`src/rtl/glyph_pkg.sv`:
```
// Shared types and constants for the digit-glyph recogniser.
// States, result codes and endpoint limit used by glyph_classifier.
package glyph_pkg;

    typedef enum logic [1:0] {
        ST_IDLE     = 2'd0,
        ST_LOAD     = 2'd1,
        ST_CLASSIFY = 2'd2,
        ST_DONE     = 2'd3
    } state_t;

    localparam logic [3:0] RES_D0     = 4'd0;
    localparam logic [3:0] RES_D1     = 4'd1;
    localparam logic [3:0] RES_D2     = 4'd2;
    localparam logic [3:0] RES_D3     = 4'd3;
    localparam logic [3:0] RES_D4     = 4'd4;
    localparam logic [3:0] RES_D5     = 4'd5;
    localparam logic [3:0] RES_D6     = 4'd6;
    localparam logic [3:0] RES_D7     = 4'd7;
    localparam logic [3:0] RES_D8     = 4'd8;
    localparam logic [3:0] RES_D9     = 4'd9;
    localparam logic [3:0] RES_REJECT = 4'hF;

    localparam int MAX_EP = 4;

endpackage

```
`src/rtl/glyph_row_scan.sv`:
```
// First/last set column and span encoder for one bitmap row.
// Purely combinational; span is 0 for an empty row.
module glyph_row_scan
    import glyph_pkg::*;
#(
    parameter int COLS = 8,
    parameter int CW   = $clog2(COLS)
) (
    input  logic [COLS-1:0] i_row,
    output logic [CW-1:0]   o_first,
    output logic [CW-1:0]   o_last,
    output logic [CW:0]     o_span,
    output logic            o_nz
);

    // Priority-encode both ends of the row and derive the span.
    always_comb begin
        o_first = '0;
        o_last  = '0;
        for (int i = COLS - 1; i >= 0; i--) begin
            if (i_row[i]) o_first = CW'(i);
        end
        for (int i = 0; i < COLS; i++) begin
            if (i_row[i]) o_last = CW'(i);
        end
        o_nz = |i_row;
        if (o_nz)
            o_span = {1'b0, o_last} - {1'b0, o_first}
                   + (CW+1)'(1);
        else
            o_span = '0;
    end

endmodule

```
`src/rtl/glyph_classifier.sv`:
```
// Streamed digit-glyph recogniser with start/done handshake.
// Optional macro GLYPH_STATS_EN exposes registered feature copies.
module glyph_classifier
    import glyph_pkg::*;
#(
    parameter int ROWS     = 12,
    parameter int COLS     = 8,
    parameter int THIN_MAX = 3,
    parameter int NEAR_MAX = 2,
    parameter int RW       = $clog2(ROWS),
    parameter int CW       = $clog2(COLS)
) (
    input  logic                 i_clk,
    input  logic                 i_rst,
    input  logic                 i_start,
    input  logic [2:0]           i_ep_cnt,
    input  logic [MAX_EP*RW-1:0] i_ep_row,
    input  logic [MAX_EP*CW-1:0] i_ep_col,
    input  logic                 i_row_valid,
    input  logic [COLS-1:0]      i_row_data,
    output logic                 o_row_ready,
    output logic                 o_busy,
    output logic                 o_done,
    output logic [3:0]           o_result,
    output logic                 o_result_valid
`ifdef GLYPH_STATS_EN
    ,
    output logic [CW:0]          o_stat_max_span,
    output logic [RW:0]          o_stat_rises,
    output logic [CW:0]          o_stat_top_span
`endif
);

    localparam int CTR = COLS / 2;
    localparam logic [RW-1:0] LP_LAST_ROW = RW'(ROWS - 1);
    localparam logic [RW-1:0] LP_HALF_ROW = RW'(ROWS / 2);
    localparam logic [CW-1:0] LP_C38      = CW'((3 * COLS) / 8);
    localparam logic [CW:0]   LP_THIN     = (CW+1)'(THIN_MAX);
    localparam logic [RW-1:0] LP_NEAR_R   = RW'(NEAR_MAX);
    localparam logic [CW-1:0] LP_NEAR_C   = CW'(NEAR_MAX);
    localparam logic [RW:0]   LP_TWO      = (RW+1)'(2);

    state_t r_state;
    state_t w_next;

    logic [2:0]           r_ep_cnt;
    logic [MAX_EP*RW-1:0] r_ep_row;
    logic [MAX_EP*CW-1:0] r_ep_col;
    logic [RW-1:0]        r_row_cnt;

    logic [CW:0] r_max_span;
    logic [CW:0] r_top_span;
    logic        r_any_px;
    logic [RW:0] r_rises;
    logic        r_prev_ctr;

    logic [3:0] r_result;
    logic       r_result_valid;
    logic [3:0] w_class;

    logic w_start_acc;
    logic w_row_acc;
    logic w_last_row;
    logic w_ctr;

    logic [CW-1:0] w_first;
    logic [CW-1:0] w_last;
    logic [CW:0]   w_span;
    logic          w_nz;

    logic [RW-1:0] w_ep0r;
    logic [RW-1:0] w_ep1r;
    logic [RW-1:0] w_ep2r;
    logic [CW-1:0] w_ep0c;
    logic [CW-1:0] w_ep2c;
    logic [CW-1:0] w_ep3c;
    logic [RW-1:0] w_dr;
    logic [CW-1:0] w_dc;
    logic          w_unused;

    glyph_row_scan #(
        .COLS (COLS),
        .CW   (CW)
    ) u_scan (
        .i_row   (i_row_data),
        .o_first (w_first),
        .o_last  (w_last),
        .o_span  (w_span),
        .o_nz    (w_nz)
    );

    assign w_start_acc = (r_state == ST_IDLE) && i_start;
    assign w_row_acc   = i_row_valid && o_row_ready;
    assign w_last_row  = (r_row_cnt == LP_LAST_ROW);
    assign w_ctr       = i_row_data[CTR];

    assign w_ep0r = r_ep_row[0*RW +: RW];
    assign w_ep1r = r_ep_row[1*RW +: RW];
    assign w_ep2r = r_ep_row[2*RW +: RW];
    assign w_ep0c = r_ep_col[0*CW +: CW];
    assign w_ep2c = r_ep_col[2*CW +: CW];
    assign w_ep3c = r_ep_col[3*CW +: CW];

    assign w_dr = (w_ep0r >= w_ep2r) ? (w_ep0r - w_ep2r)
                                     : (w_ep2r - w_ep0r);
    assign w_dc = (w_ep0c >= w_ep2c) ? (w_ep0c - w_ep2c)
                                     : (w_ep2c - w_ep0c);

    // ep1 column and ep3 row never take part in a decision.
    assign w_unused = ^{r_ep_row[3*RW +: RW],
                        r_ep_col[1*CW +: CW]};

    // State register.
    always_ff @(posedge i_clk or negedge i_rst) begin
        if (!i_rst) r_state <= ST_IDLE;
        else        r_state <= w_next;
    end

    // Next-state logic.
    always_comb begin
        w_next = r_state;
        unique case (r_state)
            ST_IDLE:     if (i_start) w_next = ST_LOAD;
            ST_LOAD:     if (w_row_acc && w_last_row)
                             w_next = ST_CLASSIFY;
            ST_CLASSIFY: w_next = ST_DONE;
            ST_DONE:     w_next = ST_IDLE;
            default:     w_next = ST_IDLE;
        endcase
    end

    // Handshake outputs decoded from the state.
    always_comb begin
        o_row_ready = 1'b0;
        o_busy      = 1'b1;
        o_done      = 1'b0;
        unique case (1'b1)
            (r_state == ST_IDLE): o_busy      = 1'b0;
            (r_state == ST_LOAD): o_row_ready = 1'b1;
            (r_state == ST_DONE): o_done      = 1'b1;
            default:              o_busy      = 1'b1;
        endcase
    end

    // Job latch and on-the-fly row features.
    always_ff @(posedge i_clk or negedge i_rst) begin
        if (!i_rst) begin
            r_ep_cnt   <= '0;
            r_ep_row   <= '0;
            r_ep_col   <= '0;
            r_row_cnt  <= '0;
            r_max_span <= '0;
            r_top_span <= '0;
            r_any_px   <= 1'b0;
            r_rises    <= '0;
            r_prev_ctr <= 1'b0;
        end else if (w_start_acc) begin
            r_ep_cnt   <= i_ep_cnt;
            r_ep_row   <= i_ep_row;
            r_ep_col   <= i_ep_col;
            r_row_cnt  <= '0;
            r_max_span <= '0;
            r_top_span <= '0;
            r_any_px   <= 1'b0;
            r_rises    <= '0;
            r_prev_ctr <= 1'b0;
        end else if (w_row_acc) begin
            if (!w_last_row)
                r_row_cnt <= r_row_cnt + RW'(1);
            if (w_span > r_max_span)
                r_max_span <= w_span;
            if (w_nz && !r_any_px)
                r_top_span <= w_span;
            if (w_nz)
                r_any_px <= 1'b1;
            if (w_ctr && !r_prev_ctr)
                r_rises <= r_rises + (RW+1)'(1);
            r_prev_ctr <= w_ctr;
        end
    end

    // Decision tree over the accumulated features.
    always_comb begin
        w_class = RES_REJECT;
        if (r_any_px) begin
            case (r_ep_cnt)
                3'd0: begin
                    if (r_rises >= LP_TWO) w_class = RES_D8;
                    else                   w_class = RES_D0;
                end
                3'd2: begin
                    if (r_max_span <= LP_THIN)
                        w_class = RES_D1;
                    else if (w_ep0r < LP_HALF_ROW &&
                             w_ep1r < LP_HALF_ROW)
                        w_class = RES_D9;
                    else if (w_ep0r < LP_HALF_ROW)
                        w_class = RES_D2;
                    else if (r_top_span > LP_THIN)
                        w_class = RES_D3;
                    else
                        w_class = RES_D6;
                end
                3'd4: begin
                    if (w_dr <= LP_NEAR_R && w_dc <= LP_NEAR_C)
                        w_class = (w_ep3c < LP_C38) ? RES_D5
                                                    : RES_D7;
                    else
                        w_class = RES_D4;
                end
                default: w_class = RES_REJECT;
            endcase
        end
    end

    // Result register: cleared on a new job, loaded entering DONE.
    always_ff @(posedge i_clk or negedge i_rst) begin
        if (!i_rst) begin
            r_result       <= '0;
            r_result_valid <= 1'b0;
        end else if (w_start_acc) begin
            r_result_valid <= 1'b0;
        end else if (r_state == ST_CLASSIFY) begin
            r_result       <= w_class;
            r_result_valid <= 1'b1;
        end
    end

    assign o_result       = r_result;
    assign o_result_valid = r_result_valid;

`ifdef GLYPH_STATS_EN
    logic [CW:0] r_stat_max_span;
    logic [RW:0] r_stat_rises;
    logic [CW:0] r_stat_top_span;

    // Snapshot of the features of the job just finished.
    always_ff @(posedge i_clk or negedge i_rst) begin
        if (!i_rst) begin
            r_stat_max_span <= '0;
            r_stat_rises    <= '0;
            r_stat_top_span <= '0;
        end else if (r_state == ST_DONE) begin
            r_stat_max_span <= r_max_span;
            r_stat_rises    <= r_rises;
            r_stat_top_span <= r_top_span;
        end
    end

    assign o_stat_max_span = r_stat_max_span;
    assign o_stat_rises    = r_stat_rises;
    assign o_stat_top_span = r_stat_top_span;
`endif

endmodule

```
`config.mk`:
```
export PLATFORM = sky130hd
export DESIGN_NAME = glyph_classifier
export DESIGN_NICKNAME = d
export VERILOG_FILES = /design/src/rtl/glyph_pkg.sv /design/src/rtl/glyph_row_scan.sv /design/src/rtl/glyph_classifier.sv
export SDC_FILE = /design/constraint.sdc
export NUM_CORES = 1
export LEC_CHECK = 0
export BUFFER_PORTS_ARGS = -buffer_cell sky130_fd_sc_hd__buf_2
export CAP_MARGIN = 0
export CORE_MARGIN = 4
export CORE_UTILIZATION = 60
export CTS_BUF_LIST = sky130_fd_sc_hd__clkbuf_16
export DETAILED_ROUTE_END_ITERATION = 8
export PLACE_DENSITY = 0.82
export SYNTH_ARGS = -nofsm -noshare
export SYNTH_HDL_FRONTEND = slang
export SYNTH_SLANG_ARGS = --single-unit
export TNS_END_PERCENT = 5
```
`constraint.sdc`:
```
create_clock -name i_clk -period 3.8 [get_ports i_clk]
set_input_delay 0 -clock i_clk [delete_from_list [all_inputs] [get_ports i_clk]]
set_output_delay 0 -clock i_clk [all_outputs]
set_load 0.005 [all_outputs]
```
## Yosys cells after proc, flatten, opt, wreduce, memory -nomap -nowiden

Cells that the tools add are included.

- Logic and storage cells: 118
- Input port bits: 43
- Register bits: 53

- $add $sub $neg: 8
- Bitwise logic cells: 1
- Equality and inequality tests: 9
- Magnitude comparators: 11
- Muxes and demuxes: 52
- Reductions and logical operators: 25

Operator list:

| operator | count |
|---|---|
| 4-bit 2-to-1 mux | 15 |
| 3-bit 2-to-1 mux | 15 |
| 5-bit 2-to-1 mux | 3 |
| 2-bit AND reduction | 7 |
| 2-bit 2-to-1 mux | 6 |
| 4-bit one-hot mux with 3 select lines | 1 |
| 2-bit nonzero test | 6 |
| 1-bit 2-to-1 mux | 11 |
| 4-bit by 1-bit adder with 4-bit output (second input constant) | 2 |
| 4-bit by 2-bit <= comparator with 1-bit output (second input constant) | 2 |
| 4-bit by 3-bit < comparator with 1-bit output (second input constant) | 2 |
| 2-bit one-hot mux with 4 select lines | 1 |
| 8-bit OR reduction | 1 |
| 4-bit subtractor | 2 |
| 1-bit logical AND | 7 |
| 2-bit != test (second input constant) | 3 |
| 3-bit subtractor | 2 |
| 5-bit by 1-bit adder with 5-bit output (second input constant) | 1 |
| 5-bit by 2-bit greater-or-equal comparator with 1-bit output (second input constant) | 1 |
| 2-bit == test (second input constant) | 2 |
| 4-bit == test (second input constant) | 1 |
| 4-bit greater-or-equal comparator | 1 |
| 4-bit by 2-bit > comparator with 1-bit output (second input constant) | 1 |
| 4-bit > comparator | 1 |
| other kinds (11) | 12 |

## Longest topological paths before layout

Gate-level depths: netlist of run 1.

- Word-level depth: 15
- Depth in mapped cells: 17
- Depth with buffers taken out: 17

## Cells and area by module

From an unflattened synthesis of run 1, not the netlist that was laid out.

- Cell total of the unflattened synthesis: 329
- Area, all modules: 2947.8 µm²

By module, submodules not included:

| module | cells each | area each (µm²) | instances |
|---|---|---|---|
| glyph_classifier | 293 | 2686.3 | 1 |
| glyph_row_scan | 36 | 261.5 | 1 |

## Least setup slack after synthesis of run 1

OpenSTA, ideal clock, no wires.

- Path kind: in2reg
- Start point: input i_row_data[4]
- End point: register r_max_span[3]
- Arrival: 2583 ps
- Setup slack: 1085 ps
- Required time: 3668 ps
- Cell stages on the path: 15
- Library setup time: 132 ps
- Path through: nor2_1 o21ai_0 a211oi_1 ha_1 inv_1 ha_1 inv_1 fa_1 nor2_1 ha_1 o21a_1 o21a_1 o21ai_1 mux2i_1 nor2_1

- Cells in the longest elaborated chain, start to end: 11

Ends and longest elaborated chain:

| item | line | RTL |
|---|---|---|
| start, declared | glyph_classifier.sv:20 | `input logic [COLS-1:0] i_row_data,` |
| 3-bit 2-to-1 mux (5 in series) | glyph_row_scan.sv:21 | `if (i_row[i]) o_first = CW'(i);` |
| 3-bit by 3-bit subtractor with 4-bit output | glyph_row_scan.sv:28 | `o_span = {1'b0, o_last} - {1'b0, o_first}` |
| 4-bit by 1-bit adder with 4-bit output | glyph_row_scan.sv:29 | `+ (CW+1)'(1);` |
| 4-bit 2-to-1 mux * | glyph_row_scan.sv:27 | `if (o_nz)` |
| 4-bit > comparator or 4-bit 2-to-1 mux (tied branches) | glyph_classifier.sv:170 | `if (w_span > r_max_span)` |
| 2-bit nonzero test (no source line) or 4-bit 2-to-1 mux (tied branches) | -- |  |
| 2-bit AND reduction (no source line) or 4-bit 2-to-1 mux (tied branches) | -- |  |
| end signal, assigned | glyph_classifier.sv:171 | `r_max_span <= w_span;` |
| end, declared | glyph_classifier.sv:51 | `logic [CW:0] r_max_span;` |

Mark *: on every way between the ends. The rest lies on a longest branch, timed or not. The select of a mux whose other input is x is not followed.
A chain may end at the register's enable or synchronous reset.

## Worst setup path after layout of run 1

- Start point: input i_row_data[4]
- End point: register r_max_span[2]

Same word-level chain as after synthesis.

==> impl_metrics.py, run 1 <==
metrics = {
    "finish": {
        "postLayoutCoreUtil": 0.763,
        "nFillCells": 323,
        "drive_gt1_frac": 0.151,
        "nets": 467,
        "final_area_um2": 3600,
        "antennaDiodeCount": 0,
        "area_growth_pct": 23.8,
        "fin_cells": 459,
    },
    "timing": {
        "worst_slack_ns": 0.975,
        "fin_crit_sh": 0.744,
        "skew_ns": 0.00489,
        "drv_slew": 0,
        "rsz0062_at_grt": "no",
        "final.min_clock_period_ns": 2.83,
        "tightest_slew_ns": 1.03,
        "relSlewSlack": 0.314,
        "hold_violations": 0,
        "setup-tns-final_ns": 0,
        "fmax_mhz": 354,
        "setup_viol": 0,
    },
    "placed_design": {
        "io_buffers": 42,
        "place.gp.congestion": 0.804,
        "pre_cts_ws_ns": 0.668,
        "dpl.cell_count": 427,
        "postPlaceCellArea_um2": 3170,
        "dp_hpwl_um": 4290,
    },
    "grt": {
        "track_usage": 0.226,
        "grt_max_degree": 48,
        "grt-ovfl-total": 0,
        "grt_pass1_wl_um": 11000,
        "antenna_found_initial": 0,
        "grt_pass1_vias": 2496,
    },
    "yosys": {
        "syn_inst": 326,
        "synth_flop_cell": "dfrtp_1",
        "syn-num-nets": 402,
        "seq_area_frac_synth": 0.404,
        "async_reset_ff_frac": 1.00,
        "ys_types": 46,
        "ys_seq_elements": 47,
        "avgSynthCellArea_um2": 8.92,
        "synth_edf_count": 0,
        "netlist_area_um2": 2910,
        "synth_warnings": 0,
    },
    "floorplan": {
        "die-area_um2": 6030,
        "fp.dieW_um": 77.6,
        "core-area_um2": 4720,
        "io_pins": 51,
        "start_util": 0.616,
        "row_count": 25,
        "die_h_um": 77.6,
    },
    "clock_tree": {
        "cts.sinks": 47,
        "cts.htree.levels": 2,
        "cts_tree": "yes",
        "cts_setup_buffers": 0,
        "insertion_delay_ns": 0.29,
        "cts-root-buf": "clkbuf_16",
        "cts_buffers": 5,
        "clock_path_buffers": 2,
        "clkSlewWorstSetupHoldPaths_ns": 0.06,
    },
    "detailed_routing": {
        "dr.pass1.iters": 4,
        "wl_per_cell_um": 13.9,
        "vias": 2436,
        "drc": 0,
        "wl_um": 6380,
        "viasPerCell": 5.31,
        "drt_iter0_drc": 149,
        "detail-route-antenna-nets": 0,
    },
    "power_and_ir_drop": {
        "p_leak_nw": 1.78,
        "vdd_drop_max_v": 0.000508,
        "power_density_nw_per_um2": 770,
    },
    "setup_path": {
        "crit_fanout": 6,
        "endpoint_kind": "flop",
        "arrival_ns": 2.99,
        "critical_path_required_ns": 3.97,
        "crit_path_start_kind": "input port",
        "crit_type": "in -> reg",
    },
    "outcome": {
        "status": "finished, final reports clean",
    },
    "hold_path": {
        "hp-class": "in -> reg",
    },
    "flow_run": {
        "cap_violations": 0,
    },
}
-- cells by family (layout without fill, tap and decap cells) --
family,after synthesis,in the layout,synth area share
AOI/OAI and AO/OA,62,62,0.137
xor gates and xnor gates,6,6,0.0181
adders and majority gates,33,33,0.155
buffers and inverters,37,103,0.0490
DFF,47,47,0.404
muxes,12,12,0.0422
and+or+nand+nor,129,129,0.194
-- sequential cells by signal, summed over array words and instances (netlist names), 2 cells and up --
register	count
r_top_span	2
r_max_span	4
r_state	2
r_row_cnt	4
r_ep_row	11
r_rises	5
r_ep_col	9
r_ep_cnt	3
o_result	4
-- synth_stat cells, types with 2 or more instances --
cell / instances / share of area
nand3b_1: 2 / 0.0052
clkbuf_1: 8 / 0.010
nor3_1: 2 / 0.0034
nand4_1: 2 / 0.0043
a21o_1: 2 / 0.0052
a211oi_1: 5 / 0.013
ha_1: 28 / 0.12
o211ai_1: 2 / 0.0052
a21oi_1: 14 / 0.024
fa_1: 5 / 0.034
a21oi_2: 2 / 0.0060
nand2_1: 58 / 0.075
o21ai_1: 2 / 0.0034
nor4_1: 2 / 0.0043
o21a_1: 3 / 0.0077
xnor2_1: 2 / 0.0060
dfrtp_1: 47 / 0.40
nor2_1: 42 / 0.054
nor2b_1: 4 / 0.0086
nand3_1: 4 / 0.0069
and2_1: 2 / 0.0043
o21ai_0: 21 / 0.036
o21bai_1: 2 / 0.0052
inv_1: 28 / 0.036
mux2i_1: 10 / 0.034
a41oi_1: 2 / 0.0060
nand2b_1: 3 / 0.0065
xor2_1: 4 / 0.012
-- worst max-delay path: stages --
cell and delay [ns]:
buf_2 0.13, nor2_1 0.15, o21ai_0 0.10, a211oi_1 0.25, ha_1 0.26, inv_1 0.06
ha_1 0.13, inv_1 0.04, fa_1 0.45, nor2_1 0.18, ha_1 0.27, o21a_1 0.11
o21a_1 0.16, o21ai_1 0.39, mux2i_1 0.25, nor2_1 0.05
-- per-stage QoR --
stage / hold WS (ns) / power, mW
global route: 0.0362 / 3.00
finish: 0.00480 / 2.77
CTS: 0.00217 / 2.77
floorplan: -0.296 / 1.83
global placement: 0.190 / 2.09
detailed placement: 0.196 / 2.16
-- timing repair --
| action | in CTS | in global routing |
|---|---|---|
| gates resized for setup | 0 | 0 |
| hold buffers | 24 | 0 |
| setup endpoints to repair | 0 | 0 |
| hold endpoints to repair | 70 | 0 |
-- placed cells by master (no fill, tap or decap), types with 4 or more instances in the layout --
| cell | n |
|---|---|
| a211oi_1 | 5 |
| a21oi_1 | 14 |
| buf_2 | 42 |
| clkbuf_16 | 5 |
| dfrtp_1 | 47 |
| dlygate4sd3_1 | 24 |
| fa_1 | 5 |
| ha_1 | 28 |
| inv_1 | 29 |
| mux2i_1 | 10 |
| nand2_1 | 58 |
| nand3_1 | 4 |
| nor2_1 | 42 |
| nor2b_1 | 4 |
| o21ai_0 | 21 |
| xor2_1 | 4 |
-- metal layers --
metal | GRT usage | up-vias | routed length [µm]
met2 | 0.392 | 57 | 3210
met5 | 0 | - | 0
met3 | 0.0418 | 13 | 238
li1 | - | 1216 | -
met4 | 0.0801 | 0 | 107
met1 | 0.280 | 1150 | 2830
-- power breakdown --
part           internal (mW)  leakage, nW  switching [mW]
logic                  0.582         1.10           0.761
registers              0.702        0.588           0.173
clock network          0.374       0.0952           0.180
-- path summary, 6_finish.rpt --
path / slack [ns] / cells after the start / endpoint / startpoint
setup / recovery: 0.97 / 16 / r_max_span[2] / i_row_data[4]
hold / removal: 0.005 / 3 / r_prev_ctr / i_row_valid
setup reg to reg: 1.20 / 9 / o_result[1] / r_ep_row[0]
hold reg to reg: 0.48 / 2 / r_ep_row[6] / r_ep_row[6]
max in group asynchronous: 2.71 / 2 / r_rises[3] / i_rst
min in group asynchronous: 0.45 / 2 / r_ep_col[6] / i_rst
-- final cells by class --
class,count,area [µm²],area share
tap,67,83.8,0.0233
timing repair buffer,67,458,0.127
sequential,47,1180,0.327
clock buffer,5,125,0.0347
inverter,28,105,0.0292
clock inverter,3,63.8,0.0177
multi-input combinational,242,1590,0.441
Power figures use the tool's default switching activity.
==> run 2: changes to the inputs <==
--- a/config.mk
+++ b/config.mk
@@ -8,10 +8,10 @@
 export BUFFER_PORTS_ARGS = -buffer_cell sky130_fd_sc_hd__buf_2
 export CAP_MARGIN = 0
 export CORE_MARGIN = 4
-export CORE_UTILIZATION = 60
+export CORE_UTILIZATION = 56
 export CTS_BUF_LIST = sky130_fd_sc_hd__clkbuf_16
 export DETAILED_ROUTE_END_ITERATION = 8
-export PLACE_DENSITY = 0.82
+export PLACE_DENSITY = 0.77
 export SYNTH_ARGS = -nofsm -noshare
 export SYNTH_HDL_FRONTEND = slang
 export SYNTH_SLANG_ARGS = --single-unit
==> constraint.sdc (replaced) <==
create_clock -name i_clk -period 2.7 [get_ports i_clk]
set_input_delay 0 -clock i_clk [delete_from_list [all_inputs] [get_ports i_clk]]
set_output_delay 0 -clock i_clk [all_outputs]
set_load 0.005 [all_outputs]
==> impl_metrics.py, run 2 (synthesis gave the netlist of run 1 again) <==
metrics = {
    "setup_path": {
        "critical_path_required_ns": 2.86,
        "crit_start": "i_row_data[4]",
        "r2r_setup_slack_ns": 0.19,
        "crit_path_start_kind": "input port",
        "rr_startpoint": "r_ep_row[0]",
        "crit_type": "in -> reg",
        "crit_fanout": 5,
        "endpoint_kind": "flop",
        "arrival_ns": 2.71,
    },
    "grt": {
        "grt-ovfl-total": 0,
        "track_usage": 0.215,
        "grt_max_degree": 48,
        "grt_pass1_vias": 2512,
        "grt_pass1_wl_um": 10900,
        "antenna_found_initial": 0,
    },
    "clock_tree": {
        "cts.sinks": 47,
        "cts_buffers": 5,
        "cts-root-buf": "clkbuf_16",
        "insertion_delay_ns": 0.29,
        "clock_path_buffers": 2,
        "cts_setup_buffers": 0,
        "clkSlewWorstSetupHoldPaths_ns": 0.06,
        "cts.htree.levels": 2,
        "cts_tree": "yes",
    },
    "hold_path": {
        "min-delay-start": "i_row_valid",
        "hp-class": "in -> reg",
    },
    "detailed_routing": {
        "drt_iter0_drc": 124,
        "wl_per_cell_um": 13.4,
        "viasPerCell": 5.14,
        "wl_um": 6240,
        "vias": 2397,
        "dr.pass1.iters": 4,
        "drc": 0,
        "detail-route-antenna-nets": 0,
    },
    "timing": {
        "fin_crit_sh": 0.946,
        "skew_ns": 0.00615,
        "tightest_slew_ns": 1.05,
        "worst_slack_ns": 0.147,
        "hold_violations": 0,
        "relSlewSlack": 0.301,
        "drv_slew": 0,
        "setup_viol": 0,
        "hold_slack_ns": 0.0410,
        "fmax_mhz": 392,
        "setup-tns-final_ns": 0,
        "final.min_clock_period_ns": 2.55,
    },
    "placed_design": {
        "dp_hpwl_um": 4420,
        "pre_cts_ws_ns": -0.217,
        "place.gp.congestion": 0.843,
        "io_buffers": 42,
    },
    "outcome": {
        "status": "finished, final reports clean",
    },
    "finish": {
        "layout_common_cells": "nand2_1, dfrtp_1, buf_2",
        "area_growth_pct": 25.3,
        "largest_register": "r_ep_row",
        "drive_gt1_frac": 0.180,
        "layout_commonest_cell": "nand2_1",
        "antennaDiodeCount": 0,
        "multi_input_area_um2": 1620,
        "nets": 474,
        "largest_reg_flops": 11,
        "reg_top3": "r_ep_row (11), r_ep_col (9), r_rises (5)",
        "regArea_um2": 1180,
        "nFillCells": 361,
    },
    "flow_run": {
        "cap_violations": 0,
    },
    "floorplan": {
        "start_util": 0.596,
        "core-area_um2": 4880,
        "die-area_um2": 6410,
        "fp.dieW_um": 80.1,
        "row_count": 25,
        "io_pins": 51,
        "die_h_um": 80.1,
    },
    "power_and_ir_drop": {
        "vdd_drop_max_v": 0.000629,
        "power_density_nw_per_um2": 1030,
        "p_leak_nw": 1.79,
        "power_mw": 3.74,
    },
}
-- run 2: path summary, 6_finish.rpt --
kind                       depth (start not counted)             to
max                                               16  r_max_span[1]
min                                                3     r_prev_ctr
max reg2reg                                        9    o_result[1]
min reg2reg                                        2   r_ep_col[11]
max in group asynchronous                          2    r_ep_cnt[2]
min in group asynchronous                          2    r_ep_row[1]
-- run 2: cell type report --
class / count / area share
Clock buffer: 5 / 0.0343
Inverter: 28 / 0.0288
Timing Repair Buffer: 74 / 0.140
Sequential cell: 47 / 0.323
Clock inverter: 3 / 0.00652
Multi-Input combinational cell: 242 / 0.445
Tap cell: 67 / 0.0230
-- run 2: worst max-delay path, cell delays in order --
cell and delay, ns:
buf_2 0.11, nor2_1 0.13, o21ai_0 0.10, a211oi_1 0.22
ha_1 0.27, inv_1 0.06, ha_1 0.13, inv_1 0.04
fa_1 0.46, nor2_2 0.15, ha_1 0.26, o21a_1 0.12
o21a_1 0.19, o21ai_4 0.20, mux2i_1 0.21, nor2_1 0.05
-- run 2: power breakdown --
part	total, mW	internal (mW)	switching, mW
logic	1.91	0.841	1.06
registers	1.22	0.988	0.231
clock network	0.618	0.346	0.272
total	3.74	2.18	1.57
-- run 2: stage by stage --
step,instances,util,area [µm²]
final,466,0.747,3650
after CTS,466,0.742,3620
after detailed placement,434,0.662,3230
after global placement,434,0.662,3230
after global routing,466,0.747,3650
after floorplan,326,-,2910
-- run 2: timing repair --
action,in CTS,in global routing
resized for setup,0,5
hold endpoints to repair,70,0
endpoints found under the setup margin,0,4
hold buffers,24,0
-- run 2: metal layers --
metal  GRT usage  wire [µm]  share of wire
met1       0.272       2820           0.45
met2       0.376       3100           0.50
met3      0.0359        210          0.034
met4      0.0608        108          0.017
met5           0          0              0
